==> src/rtl/cpu_ctrl_pkg.sv <==
// Shared control definitions for the ID-stage main decoder and the EX-stage ALU control.
// Holds the opcode encodings, the ALU operation selector and the packed control bundle.
package cpu_ctrl_pkg;

    localparam logic [5:0] OP_RTYPE = 6'b000000;
    localparam logic [5:0] OP_LW    = 6'b100011;
    localparam logic [5:0] OP_SW    = 6'b101011;
    localparam logic [5:0] OP_BEQ   = 6'b000100;
    localparam logic [5:0] OP_ADDI  = 6'b001000;

    localparam logic [1:0] ALU_OP_ADD   = 2'b00;
    localparam logic [1:0] ALU_OP_SUB   = 2'b01;
    localparam logic [1:0] ALU_OP_FUNCT = 2'b10;

    typedef struct packed {
        logic       reg_dst;
        logic       alu_src;
        logic       mem_to_reg;
        logic       reg_write;
        logic       mem_read;
        logic       mem_write;
        logic       branch;
        logic [1:0] alu_op;
    } ctrl_t;

    localparam ctrl_t CTRL_NOP = '{1'b0, 1'b0, 1'b0, 1'b0, 1'b0, 1'b0, 1'b0, ALU_OP_ADD};

endpackage

==> src/rtl/main_decoder.sv <==
// Combinational main control decoder: opcode to control bundle plus illegal-opcode flag.
module main_decoder
    import cpu_ctrl_pkg::*;
(
    input  logic [5:0] opcode,
    output ctrl_t      ctrl,
    output logic       illegal
);

    // NOTE: every output gets a default before the case so no path can infer a latch.
    always_comb begin
        ctrl    = CTRL_NOP;
        illegal = 1'b0;
        case (opcode)
            OP_RTYPE: ctrl = '{1'b1, 1'b0, 1'b0, 1'b1, 1'b0, 1'b0, 1'b0, ALU_OP_FUNCT};
            OP_LW:    ctrl = '{1'b0, 1'b1, 1'b1, 1'b1, 1'b1, 1'b0, 1'b0, ALU_OP_ADD};
            OP_SW:    ctrl = '{1'b0, 1'b1, 1'b0, 1'b0, 1'b0, 1'b1, 1'b0, ALU_OP_ADD};
            OP_BEQ:   ctrl = '{1'b0, 1'b0, 1'b0, 1'b0, 1'b0, 1'b0, 1'b1, ALU_OP_SUB};
            OP_ADDI:  ctrl = '{1'b0, 1'b1, 1'b0, 1'b1, 1'b0, 1'b0, 1'b0, ALU_OP_ADD};
            default:  illegal = 1'b1;
        endcase
    end

endmodule

==> src/rtl/control_id_ex.sv <==
// Main control decode plus ID/EX control pipeline register with stall/flush handling
// and a saturating illegal-opcode counter.
module control_id_ex
    import cpu_ctrl_pkg::*;
#(
    parameter int CNT_W = 8
) (
    input  logic             clk,
    input  logic             rst,
    input  logic             valid_if_id,
    input  logic [5:0]       opcode_if_id,
    input  logic [5:0]       func_if_id,
    input  logic             stall,
    input  logic             flush,
    output logic             valid_id_ex,
    output logic             reg_dst_id_ex,
    output logic             alu_src_id_ex,
    output logic             mem_to_reg_id_ex,
    output logic             reg_write_id_ex,
    output logic             mem_read_id_ex,
    output logic             mem_write_id_ex,
    output logic             branch_id_ex,
    output logic [1:0]       alu_op_id_ex,
    output logic [5:0]       func_id_ex,
    output logic             illegal_id_ex,
    output logic [CNT_W-1:0] illegal_count
);

    localparam logic [CNT_W-1:0] CNT_MAX = {CNT_W{1'b1}};

    ctrl_t            dec_ctrl;
    logic             dec_illegal;
    logic             load;

    ctrl_t            ctrl_d, ctrl_q;
    logic             valid_d, valid_q;
    logic [5:0]       func_d, func_q;
    logic             illegal_d, illegal_q;
    logic [CNT_W-1:0] cnt_d, cnt_q;

    main_decoder u_main_decoder (
        .opcode  (opcode_if_id),
        .ctrl    (dec_ctrl),
        .illegal (dec_illegal)
    );

    assign load = !flush && !stall;

    // Flush outranks stall; a plain load of an empty slot is also a bubble.
    always_comb begin
        ctrl_d    = ctrl_q;
        valid_d   = valid_q;
        func_d    = func_q;
        illegal_d = illegal_q;
        cnt_d     = cnt_q;
        if (flush || (load && !valid_if_id)) begin
            ctrl_d    = CTRL_NOP;
            valid_d   = 1'b0;
            func_d    = 6'd0;
            illegal_d = 1'b0;
        end else if (load) begin
            ctrl_d    = dec_ctrl;
            valid_d   = 1'b1;
            func_d    = func_if_id;
            illegal_d = dec_illegal;
        end
        if (load && valid_if_id && dec_illegal && (cnt_q != CNT_MAX)) begin
            cnt_d = cnt_q + {{(CNT_W-1){1'b0}}, 1'b1};
        end
    end

    // NOTE: sequential state uses non-blocking assignments so every flop samples pre-edge values.
    always_ff @(posedge clk or posedge rst) begin
        if (rst) begin
            ctrl_q    <= CTRL_NOP;
            valid_q   <= 1'b0;
            func_q    <= 6'd0;
            illegal_q <= 1'b0;
            cnt_q     <= '0;
        end else begin
            ctrl_q    <= ctrl_d;
            valid_q   <= valid_d;
            func_q    <= func_d;
            illegal_q <= illegal_d;
            cnt_q     <= cnt_d;
        end
    end

    assign valid_id_ex      = valid_q;
    assign reg_dst_id_ex    = ctrl_q.reg_dst;
    assign alu_src_id_ex    = ctrl_q.alu_src;
    assign mem_to_reg_id_ex = ctrl_q.mem_to_reg;
    assign reg_write_id_ex  = ctrl_q.reg_write;
    assign mem_read_id_ex   = ctrl_q.mem_read;
    assign mem_write_id_ex  = ctrl_q.mem_write;
    assign branch_id_ex     = ctrl_q.branch;
    assign alu_op_id_ex     = ctrl_q.alu_op;
    assign func_id_ex       = func_q;
    assign illegal_id_ex    = illegal_q;
    assign illegal_count    = cnt_q;

endmodule

==> config.mk <==
export PLATFORM = sky130hd
export DESIGN_NAME = control_id_ex
export DESIGN_NICKNAME = d
export VERILOG_FILES = /design/src/rtl/cpu_ctrl_pkg.sv /design/src/rtl/main_decoder.sv /design/src/rtl/control_id_ex.sv
export SDC_FILE = /design/constraint.sdc
export NUM_CORES = 1
export LEC_CHECK = 0
export BUFFER_PORTS_ARGS = -buffer_cell sky130_fd_sc_hd__clkbuf_2
export CORE_ASPECT_RATIO = 1.25
export CORE_MARGIN = 5
export CORE_UTILIZATION = 51
export DETAILED_ROUTE_END_ITERATION = 6
export PLACE_DENSITY = 0.83
export REMOVE_ABC_BUFFERS = 1
export SYNTH_ARGS = -nofsm -noshare
export SYNTH_HDL_FRONTEND = slang
export SYNTH_SLANG_ARGS = --single-unit
==> constraint.sdc <==
create_clock -name clk -period 3.3 [get_ports clk]
set_input_delay 0.66 -clock clk [delete_from_list [all_inputs] [get_ports clk]]
set_output_delay 0.66 -clock clk [all_outputs]
set_load 0.05 [all_outputs]
Yosys cells after proc, flatten, opt, wreduce, memory -nomap -nowiden
Cells that the tools add are included. W data, S select, Z words.

Add/sub/neg operators: 1. Equality and inequality tests: 5. Muxes and demuxes: 10. Reduce and logical (&&, ||, !) cells: 12.

Operators by type and width (count): $pmux W9 S5 (1); $mux W9 (2); $eq A6 B6 Y1 const B (2); $mux W6 (2); $add A8 B1 Y8 const B (1); $ne A8 B8 Y1 const B (1); $eq A6 B3 Y1 const B (1); $eq A6 B4 Y1 const B (1); $logic_not A6 Y1 (1); $logic_and A1 B1 Y1 (5); $mux W1 (5); $reduce_or A5 Y1 (1); $logic_not A1 Y1 (3); $reduce_bool A2 Y1 (1); $logic_or A1 B1 Y1 (1).

Bits in registers: 25. Input bits: 17. Output and inout bits: 25. Logic and storage cells: 40.

Longest topological paths before layout
Word-level depth: 5. Mapped depth: 5. Mapped depth without buffers: 5.

Hierarchy
Synthesis repeated with hierarchy kept, for this count alone.

Cells, all modules: 96. Area, all modules: 1153.6 um2.

By module, submodules not included: control_id_ex (instances 1, cells each 80, area each 1024.7 um2, sequential area each 625.6 um2); main_decoder (instances 1, cells each 16, area each 128.9 um2, sequential area each 0.0 um2).

Worst setup path after synthesis
Ideal clock, no wire load.

Kind: reg-to-reg. Start: register cnt_q[0] (netlist: illegal_count[0]). End: register cnt_q[1] (netlist: illegal_count[1]). Setup time: 0.125 ns. Arrival time: 1.830 ns. Required time: 3.175 ns. Slack: 1.345 ns. Cell stages (with the launch flop): 6. Path buffers: 0. Clock period less this slack: 1.955 ns. Cell sequence: dfrtp_1 > ha_1 > nand3_2 > nor3_4 > nor3_4 > mux2_4.

Longest elaborated chain between the ends: 2. Elaborated cells between the ends (all ways): 3. Those cells by class: add/sub (1); eq/ne (1); reduce/logical (1).

Ends and longest elaborated chain: start, declared (line control_id_ex.sv:39) `logic [CNT_W-1:0] cnt_d, cnt_q;`; start signal, assigned (line control_id_ex.sv:85) `cnt_q <= cnt_d;`; parallel branches: the longest is 2 deep, another holds $add A8 B1 Y8.

Parallel ways; which one is timed is not known. A chain may end at the register's enable or synchronous reset.

Worst setup path after layout
Start: input port stall. End: register cnt_q[6] (netlist: illegal_count[6]).

Longest elaborated chain between the ends: 5.

Ends and longest elaborated chain: start, declared (line control_id_ex.sv:13) `input logic stall,`; $logic_not A1 Y1 (line control_id_ex.sv:47) `assign load = !flush && !stall;`; $logic_and A1 B1 Y1 (line control_id_ex.sv:47); $logic_and A1 B1 Y1 (3 in a row) (line control_id_ex.sv:67) `if (load && valid_if_id && dec_illegal && (cnt_q != CNT_MAX)) begin`.

Every way passes these cells.

==> flow_results.org <==
** Outcome
- Result of the run :: completed

** Clock network
- CTS tree :: yes
- After clock tree synthesis, the setup repair step added 0 buffers.
- CTS built an H-tree with a depth of 1.
- For this design, the sink count on the clock tree is 22.
- Clock latency on the worst-skew pair, taken at its later pin, is 0.30 ns.
- Cell at the root of the clock tree :: sky130_fd_sc_hd__clkbuf_4
- Buffer depth of the longest clock path :: 2
- Resized Gates After CTS :: 0
- Cts bufs inserted :: 3
- Hold_buf cts :: 0
- Clock-pin slew was measured on the worst setup and hold paths at 0.12 ns.

** Synth
- Post-Syn Area per Cell :: 12.6 um2
- Number of synthesis warnings :: 0
- Post-synth design cell area :: 1080 um2
- Synth Area in Compound Gates :: 12.9%
- Combinational family with the most area after synthesis :: simple AND/OR/NAND/NOR gates
- The synthesized netlist contains 33 unique library cells.
- The synthesized design contains 22 register bits.
- Post-synthesis mux area share :: 3.35%
- After Yosys synthesis, XOR and XNOR cells account for 4.85% of the synthesized area.
- Synthesized netlist cell count :: 86
- Portion of the post-synthesis area used by sequential elements :: 50.8%
- The synthesized netlist devotes 1.15% of its cell area to adder and majority cells.
- Synthesized-area fraction occupied by and/or/nand/nor cells :: 22.7%

** Power
- Net load switching power :: 290 uW
- The analysis attributes to cell leakage a power of 0.701 nW.
- Worst-case vdd ir drop :: 0.000415 V
- Dividing total power by cell area gives a power density of 585 nW/um2.
- Reg power frac :: 43.9%
- Internal power :: 488 uW
- Per report_power, the combinational group accounts for 30.1% of the total.
- In this run switching power makes up 37.2% of total power.
- In this run, the clock network consumes 26.0% of the power.

** Layout
- Finished Layout Cells :: 146
- Layout cells sized above 1 :: 45.2%
- Core Util, Final :: 66.3%
- Summing all multi-input logic gate instances after layout gives 488 um2.
- Fillers :: 164
- In the final design database the tool counted 145 nets.
- The sequential cells in the finished layout cover a total of 551 um2.
- Area growth, synth to finish :: 22.6%
- Diodes inserted :: 0

** Timing
- Worst hold slack :: 0.485 ns
- The number of pins with negative max-slew slack in the final report came to 0.
- Post-route fraction of the period consumed by the critical path :: 53.3%
- Post-Route Setup TNS :: 0 ns
- Setup violations remaining at the end of the flow were counted as 0.
- Relative max-transition margin :: 41.6%
- Maximum clock frequency :: 0.569 GHz
- Final min period :: 1.76 ns
- Setup repair after global routing missed its margin :: no
- Slew of the pin with the lowest slew margin :: 0.874 ns
- The clock arrives with 0.00227 ns of skew.
- The number of hold violations in the final report was 0.

** Placement
- In this run the tool buffered the top-level ports with 41 buffer cells.
- After detailed placement, the design holds a cell count of 142.
- At the end of routability-driven placement, the weighted congestion stood at 0.772.
- The HPWL after detailed placement is 1820 um.

** Route
- Routed via count :: 846
- Residual DRC count :: 0
- Violation count after the first detailed-routing iteration :: 23
- Drt pass-1 iters :: 4
- Total wirelength of the detailed-routed design :: 2300 um
- In the final routed layout, each cell accounts on average for 15.7 um.
- Remaining antenna violation count :: 0
- Via count normalized by instance count :: 5.79

** Die
- I/O Pins :: 42
- Initial core utilization :: 54.1%
- The floorplan step defined a die boundary enclosing 3150 um2.
- Core area :: 2000 um2
- Die height :: 61.5 um
- In this run the horizontal extent of the chip is 51.2 um.
- Row count :: 18

** Setup path
- Reg2reg path depth :: 5
- Traced cell by cell, the critical path runs through clkbuf_2, or3b_1, nor4_4, mux2_1.
- The worst setup path is of the input port to register kind.
- Of all nets on the critical path, the largest fanout is 7.
- In this run the register-to-register setup slack is 1.60 ns.
- Tracing the worst setup path back leads to its startpoint at stall.
- The cell family contributing the most delay on the critical path is simple AND/OR/NAND/NOR gates.
- The worst register-to-register path ends at illegal_count[1]$_DFFE_PP0P_.
- Critical register-to-register path startpoint :: illegal_count[1]$_DFFE_PP0P_
- Data on the critical path is required at its endpoint by 3.50 ns.
- Data on the critical path arrives at its endpoint at 1.96 ns.
- Buf/Inv on CP :: 1
- Cell at the slowest stage of the critical path :: sky130_fd_sc_hd__or3b_1
- The worst setup path is launched from an input port.
- In this design, the stage delay of the slowest critical-path cell is 0.56 ns.
- The worst setup path is captured at a register.

** GRT
- Global routing used 15.1% of the available tracks across all layers.
- The number of global-route vias before repair is 795.
- Sum of overflow across all layers after global routing :: 0
- The initial antenna violation count came to 0.
- The first global-routing pass estimated 3600 um of wire.
- Pin count of the biggest net entering global routing :: 23

** Worst hold path
- The worst hold path belongs to the class input port to asynchronous set/reset pin.

** Job
- Across the run, the number of max-cap violations was 0.
final cells by class:
type	count	area share, %
sequential	22	41.4
multi-input combinational	57	36.7
timing repair buffer	41	15.4
clock inverter	1	2.26
tap	20	1.88
clock buffer	3	1.69
inverter	2	0.565
kinds of logic after synthesis:
family	after synthesis
flops	22
buf+inv	7
compound gates	17
xor+xnor	6
simple gates	30
fa+ha+maj	1
mux	3
per-layer routing:
metal | routed length, um | vias to the layer above | track usage, %
met3 | 166 | 4 | 3.15
met1 | 855 | 415 | 17.6
li1 | - | 397 | -
met4 | 21 | 0 | 5.62
met2 | 1250 | 30 | 27.6
met5 | 0 | - | 0
sequential cells by signal (all words and copies together) (netlist names):
signal and count:
alu_op_id_ex 1, alu_src_id_ex 1, func_id_ex 6, illegal_count 8
illegal_id_ex 1, mem_to_reg_id_ex 1, mem_write_id_ex 1, reg_dst_id_ex 1
reg_write_id_ex 1, valid_id_ex 1
power by group through the flow:
stage | Sequential [mW] | Combinational, mW | Clock (mW)
after floorplan | 0.452 | 0.0633 | 0
after global placement | 0.345 | 0.230 | 0
after detailed placement | 0.348 | 0.236 | 0
after CTS | 0.342 | 0.237 | 0.208
after global routing | 0.348 | 0.249 | 0.220
final | 0.342 | 0.234 | 0.202
synth_stat cells (all sizes together):
cell type,n,area (um2)
o21ai,3,15.0
dfrtp,22,551
clkbuf,1,3.75
nand4,2,18.8
a32o,2,20.0
nor4,4,58.8
mux2i,1,10.0
or3b,1,8.76
mux2,2,26.3
nor3,6,52.6
nand2,7,26.3
o31ai,1,7.51
nand3,2,15.0
buf,4,33.8
nand2b,1,6.26
nor2,2,7.51
ha,1,12.5
nor2b,1,6.26
a22o,9,87.6
or3,1,6.26
nor4b,1,15.0
a21oi,2,10.0
and3,1,6.26
xor2,6,52.6
inv,2,7.51
nor3b,1,18.8
how the worst max path moves through the flow:
| stage | to | cells past startpoint |
|---|---|---|
| 6_report | illegal_count[6]$_DFFE_PP0P_ | 4 |
| 5_1_grt | illegal_count[6]$_DFFE_PP0P_ | 4 |
| 4_1_cts | illegal_count[6]$_DFFE_PP0P_ | 4 |
| 3_5_place_dp | illegal_count[6]$_DFFE_PP0P_ | 4 |
| 3_3_place_gp | illegal_count[6]$_DFFE_PP0P_ | 4 |
| 2_1_floorplan | illegal_count[1]$_DFFE_PP0P_ | 5 |
through the flow:
stage	setup WS (ns)	cell area [um2]	power, mW
after floorplan	1.35	1050	0.515
after global placement	1.25	1280	0.575
after detailed placement	1.21	1280	0.584
after CTS	1.54	1330	0.787
after global routing	1.51	1330	0.818
final	1.54	1330	0.778
layout by cell type, fill, tap and decap left out, types with 2 or more instances in the layout:
cell	n
sky130_fd_sc_hd__inv_1	2
sky130_fd_sc_hd__nor3_1	4
sky130_fd_sc_hd__a32o_1	2
sky130_fd_sc_hd__clkbuf_4	3
sky130_fd_sc_hd__o21ai_0	3
sky130_fd_sc_hd__xor2_1	6
sky130_fd_sc_hd__nor2_1	2
sky130_fd_sc_hd__a21oi_1	2
sky130_fd_sc_hd__nor3_4	2
sky130_fd_sc_hd__a22o_1	8
sky130_fd_sc_hd__nor4_2	3
sky130_fd_sc_hd__clkbuf_2	41
sky130_fd_sc_hd__nand2_1	7
sky130_fd_sc_hd__dfrtp_1	22
worst register-to-register path, cell delays in order, from the launching register on:
cell and delay [ns]:
sky130_fd_sc_hd__dfrtp_1 0.43, sky130_fd_sc_hd__ha_1 0.20, sky130_fd_sc_hd__nand3_2 0.16, sky130_fd_sc_hd__nor3_4 0.44
sky130_fd_sc_hd__nor3_4 0.07, sky130_fd_sc_hd__mux2_4 0.30
(Power assumes the default switching activity.)
